### config.mk
export PLATFORM = sky130hd
export DESIGN_NAME = f8_reset_controller
export DESIGN_NICKNAME = d
export VERILOG_FILES = /design/src/rtl/f8_reset_controller.sv
export SDC_FILE = /design/constraint.sdc
export NUM_CORES = 1
export LEC_CHECK = 0
export BUFFER_PORTS_ARGS = -buffer_cell sky130_fd_sc_hd__buf_2
export CELL_PAD_IN_SITES_DETAIL_PLACEMENT = 1
export CELL_PAD_IN_SITES_GLOBAL_PLACEMENT = 2
export CORE_MARGIN = 5
export CORE_UTILIZATION = 25
export DETAILED_ROUTE_END_ITERATION = 7
export HOLD_SLACK_MARGIN = 0.03
export PLACE_DENSITY_LB_ADDON = 0.1
export SLEW_MARGIN = 20
export SYNTH_ARGS = -nofsm -noshare
export SYNTH_HDL_FRONTEND = slang
export SYNTH_SLANG_ARGS = --single-unit
### constraint.sdc
create_clock -name clk -period 2.75 [get_ports clk]
set_input_delay 0.275 -clock clk [delete_from_list [all_inputs] [get_ports clk]]
set_output_delay 0.275 -clock clk [all_outputs]
set_load 0.01 [all_outputs]
### src/rtl/f8_reset_controller.sv
// Reset/trap/watchdog sequencer for the f8 system: stretches power-on reset,
// turns traps and watchdog expiry into timed restarts, and locks out after repeated traps.
module f8_reset_controller #(
    parameter int STRETCH_CYCLES = 8,
    parameter int WDT_WIDTH      = 16,
    parameter int TRAP_RESTART   = 1,
    parameter int MAX_TRAPS      = 3
) (
    input  logic                 clk,
    input  logic                 power_on_reset_n,
    input  logic                 trap,
    input  logic                 wdt_enable,
    input  logic                 wdt_kick,
    input  logic [WDT_WIDTH-1:0] wdt_reload,
    output logic                 sys_reset,
    output logic                 halted,
    output logic [1:0]           reset_cause,
    output logic [3:0]           trap_count
);

    typedef enum logic [1:0] {HOLD = 2'd0, RUN = 2'd1, HALT = 2'd2} state_e;

    localparam int            CW        = (STRETCH_CYCLES > 1) ? $clog2(STRETCH_CYCLES) : 1;
    localparam logic [CW-1:0] HOLD_LAST = CW'(STRETCH_CYCLES - 1);
    localparam logic [3:0]    MAX_TC    = 4'(MAX_TRAPS);

    logic [1:0]           sync_q;
    logic                 released;
    state_e               state_q, state_d;
    logic [CW-1:0]        hold_q, hold_d;
    logic [WDT_WIDTH-1:0] wdt_q, wdt_d;
    logic                 trap_q;
    logic [3:0]           tc_q, tc_d, tc_inc;
    logic [1:0]           cause_q, cause_d;
    logic                 sys_reset_q, sys_reset_d;
    logic                 halted_q, halted_d;
    logic                 trap_evt;

    // Release is synchronised; assertion stays asynchronous.
    always_ff @(posedge clk or negedge power_on_reset_n) begin
        if (!power_on_reset_n) sync_q <= 2'b00;
        else                   sync_q <= {sync_q[0], 1'b1};
    end
    assign released = sync_q[1];

    always_ff @(posedge clk or negedge power_on_reset_n) begin
        if (!power_on_reset_n) begin
            state_q     <= HOLD;
            hold_q      <= '0;
            wdt_q       <= '0;
            trap_q      <= 1'b0;
            tc_q        <= 4'd0;
            cause_q     <= 2'b00;
            sys_reset_q <= 1'b1;
            halted_q    <= 1'b0;
        end else begin
            state_q     <= state_d;
            hold_q      <= hold_d;
            wdt_q       <= wdt_d;
            trap_q      <= trap;
            tc_q        <= tc_d;
            cause_q     <= cause_d;
            sys_reset_q <= sys_reset_d;
            halted_q    <= halted_d;
        end
    end

    assign trap_evt = trap & ~trap_q;
    assign tc_inc   = (tc_q == 4'hF) ? tc_q : tc_q + 4'd1;

    always_comb begin
        state_d = state_q;
        hold_d  = hold_q;
        wdt_d   = wdt_q;
        tc_d    = tc_q;
        cause_d = cause_q;
        case (state_q)
            HOLD: begin
                if (released) begin
                    if (hold_q == HOLD_LAST) begin
                        state_d = RUN;
                        hold_d  = '0;
                        wdt_d   = wdt_reload;
                    end else begin
                        hold_d = hold_q + CW'(1);
                    end
                end
            end
            RUN: begin
                // A trap edge outranks anything the watchdog does this cycle.
                if (trap_evt) begin
                    tc_d = tc_inc;
                    if (TRAP_RESTART == 0 || tc_inc >= MAX_TC) begin
                        state_d = HALT;
                    end else begin
                        state_d = HOLD;
                        cause_d = 2'b01;
                    end
                end else if (wdt_enable) begin
                    if (wdt_kick) begin
                        wdt_d = wdt_reload;
                    end else if (wdt_q == '0) begin
                        state_d = HOLD;
                        cause_d = 2'b10;
                    end else begin
                        wdt_d = wdt_q - WDT_WIDTH'(1);
                    end
                end
            end
            HALT:    state_d = HALT;
            default: state_d = HOLD;
        endcase
    end

    // Outputs are decoded from the next state so they change on the same edge.
    always_comb begin
        sys_reset_d = (state_d != RUN);
        halted_d    = (state_d == HALT);
    end

    assign sys_reset   = sys_reset_q;
    assign halted      = halted_q;
    assign reset_cause = cause_q;
    assign trap_count  = tc_q;

endmodule
==> flow_metrics.py <==
metrics = {
    "status": {
        "outcome": "finished, final reports clean",
    },
    "detailed_routing": {
        "viasPerCell": 5.01,
        "antenna_left": 0,
        "drt_pass1_iterations": 4,
        "drt-total-wl_um": 5350,
        "vias": 1619,
        "route.detailed.drc": 0,
        "drt-wirelength-per-cell_um": 16.6,
        "drt_iter0_drc": 27,
    },
    "place": {
        "dp_hpwl_um": 3900,
        "place_area_um2": 2040,
        "routabilityCongestion": 0.737,
        "portBuffers": 28,
        "dp.cells": 315,
    },
    "power_and_ir_drop": {
        "p_leak_nw": 0.868,
        "seq_power_share_pct": 42.9,
        "power.total_mw": 2.00,
        "p_clk_share_pct": 22.9,
        "ir_worst_vdd_uv": 236,
        "p_per_area_nw_per_um2": 929,
        "p_int_mw": 1.21,
        "p_sw_mw": 0.786,
        "combPwrFrac_pct": 34.2,
        "switching_share_pct": 39.4,
    },
    "synth": {
        "syn-num-nets": 219,
        "ys_seq_area_share_pct": 43.8,
        "synth_edf_count": 0,
        "synth_cell_types": 53,
        "ys.flop_type": "dfrtp_1",
        "ys_seq_elements": 32,
        "yosys_warnings": 0,
        "synth-async-reset-ratio_pct": 100,
        "avgSynthCellArea_um2": 9.44,
        "netlist_instances": 194,
        "syn-cell-area_um2": 1830,
    },
    "grt": {
        "grt_max_degree": 33,
        "grt_usage_pct": 12.9,
        "grt_pass1_wl_um": 8960,
        "overflow": 0,
        "grt_pass1_vias": 1818,
        "antenna_found_initial": 0,
    },
    "sta": {
        "timing.final.crit_share_pct": 78.2,
        "skew_ns": 0.00353,
        "finalCriticalPeriod_ns": 2.15,
        "max_freq_mhz": 465,
        "rsz0062_at_grt": "false",
        "fin_setup_tns_ns": 0,
        "max_slew_margin_pct": 48.9,
        "finalHoldViolations": 0,
        "drv_slew": 0,
        "worstMarginPinSlew_ns": 0.767,
        "setup_viol": 0,
    },
    "clock_network": {
        "clockBufferDepth": 2,
        "numCtsBuffers": 5,
        "cts_max_level": 2,
        "cts_hold_buf": 0,
        "cts_tree": "built",
        "cts.clk_slew.worst_paths_ns": 0.07,
        "cts_sinks": 32,
        "cts_resized": 0,
        "cts_setup_buffers": 0,
        "clockRootBuffer": "clkbuf_8",
        "clk_latency_ns": 0.29,
    },
    "critical_path": {
        "critPathArrivalTime_ns": 2.32,
        "crit_top_cell": "ha_1",
        "critical-path-max-stage-delay_ns": 0.40,
        "cp_num_buf_inv": 0,
        "end_kind": "register",
        "crit_chain": "ha_1 -> ha_1 -> and3b_1 -> a31oi_1 -> or2_1 -> a21oi_2 -> mux2_1",
        "crit_slowest_cell": "dfrtp_1",
        "critPathMaxFanout": 7,
        "required_ns": 2.92,
        "reg2reg_from": "hold_q[0]",
        "cpLargestDelayFamily": "simple AND/OR/NAND/NOR gates",
        "worstSetupStartpoint": "hold_q[0]",
        "critPathKind": "register to register",
        "cp-start-kind": "register",
    },
    "cells_and_area": {
        "multi_input_area_um2": 931,
        "nets": 248,
        "instances_no_fill": 323,
        "layout-drive-gt1-share_pct": 23.7,
        "n_antenna_cell": 0,
        "synthToLayoutAreaGrowth_pct": 17.4,
        "fin_util_pct": 30.0,
        "seqCellArea_um2": 802,
        "design_area_um2": 2150,
        "n_fill_cell": 858,
    },
    "die": {
        "dieArea_um2": 9130,
        "io_pins": 29,
        "start_util_pct": 25.5,
        "die_w_um": 95.6,
        "die_h_um": 95.6,
        "coreArea_um2": 7180,
        "row_count": 31,
    },
    "job": {
        "drv_cap": 0,
    },
    "worst_hold_path": {
        "hold_class": "input port to async pin",
    },
}
synthesized netlist by cell type (2+ instances only):
cell type / number / area share (%)
nand2b_1: 2 / 0.68
a31oi_1: 10 / 3.4
nand3_1: 5 / 1.4
ha_1: 4 / 2.7
nor2_1: 12 / 2.5
buf_6: 2 / 1.2
or2_1: 2 / 0.68
nand2_1: 15 / 3.1
mux2_2: 3 / 1.8
dfrtp_1: 31 / 42
o21ai_1: 7 / 1.9
o21ai_0: 11 / 3.0
o21a_1: 2 / 0.82
a21oi_1: 17 / 4.6
mux2_1: 2 / 1.2
nor4_1: 4 / 1.4
o32ai_1: 2 / 0.96
a22oi_1: 3 / 1.2
o2bb2ai_1: 3 / 1.4
o22ai_1: 5 / 1.7
nor3_1: 8 / 2.2
or3_1: 3 / 1.0
clkbuf_1: 3 / 0.62
inv_1: 8 / 1.6
nand4_1: 2 / 0.68
metal layers:
metal | wire length [um] | global-route usage (%) | vias up
met4 | 129 | 4.62 | 0
met3 | 224 | 3.95 | 11
met1 | 2350 | 15.3 | 795
li1 | - | - | 777
met2 | 2650 | 21.9 | 36
met5 | 0 | 0 | -
cells by family (layout without fill, tap and decap cells):
group,Yosys count,count (layout),share of synthesized area [%]
AO/OA/AOI/OAI,67,67,22.6
XOR/XNOR,1,1,0.479
adder cells (fa/ha/maj),4,4,2.73
buffers and inverters,16,46,5.33
flip-flops,32,32,43.8
multiplexers,5,5,3.08
other,1,1,0.205
AND/OR/NAND/NOR,68,68,21.8
worst paths after layout:
check / to / slack [ns] / depth (start not counted)
max in group asynchronous: trap_count[0] / 2.21 / 1
worst max-delay path: wdt_q[1] / 0.60 / 7
worst min register to register: sync_q[1] / 0.35 / 0
worst min-delay path: wdt_q[6] / 0.06 / 1
worst max register to register: wdt_q[1] / 0.60 / 7
min in group clk: trap_q / 0.12 / 1
sequential cells by signal, summed over array words and instances, names as in the netlist:
signal,count
halted,1
hold_q,3
reset_cause,2
state_q,2
sync_q,2
sys_reset,1
trap_count,4
trap_q,1
wdt_q,16
stage by stage:
stage / worst slack, ns / hold slack, ns
6_report: 0.598 / 0.0598
4_1_cts: 0.535 / 0.0963
5_1_grt: 0.420 / 0.108
3_5_place_dp: 0.554 / 0.336
3_3_place_gp: 0.656 / 0.335
2_1_floorplan: 0.768 / -0.0206
final cells by class:
class | count | area share, %
well taps | 99 | 5.76
flip-flops and latches | 32 | 37.3
repair buffers | 30 | 7.22
multi-input cells | 146 | 43.3
inverters | 8 | 1.40
clock buffers | 6 | 3.38
clock inverters | 2 | 1.63
worst reg2reg max path: cells and delay by family, from the launching register on:
kind / cells / cell delay [ns]
AND/OR/NAND/NOR: 2 / 0.51
adder cells (fa/ha/maj): 2 / 0.42
flip-flops: 1 / 0.40
AO/OA/AOI/OAI: 2 / 0.36
multiplexers: 1 / 0.35
placed cells by master (no fill, tap or decap), types with 3 or more instances in the layout:
cell        n
nor3_1      8
dfrtp_1    31
a31oi_1    10
inv_1       8
o21ai_1     7
o21ai_0    11
nand3_1     5
o2bb2ai_1   3
nor2_1     12
nor4_1      4
or3_1       3
a22oi_1     3
clkbuf_8    5
mux2_2      3
o22ai_1     5
buf_2      28
nand2_1    15
a21oi_1    17
ha_1        4
power by group through the flow:
stage	Combinational (mW)	Clock, mW	Sequential [mW]
detailed placement	0.698	0	0.866
CTS	0.700	0.477	0.859
floorplan	0.559	0	0.796
global placement	0.667	0	0.854
global route	0.783	0.498	0.886
finish	0.683	0.456	0.857
Note: power is estimated with default switching activity, not from simulation.
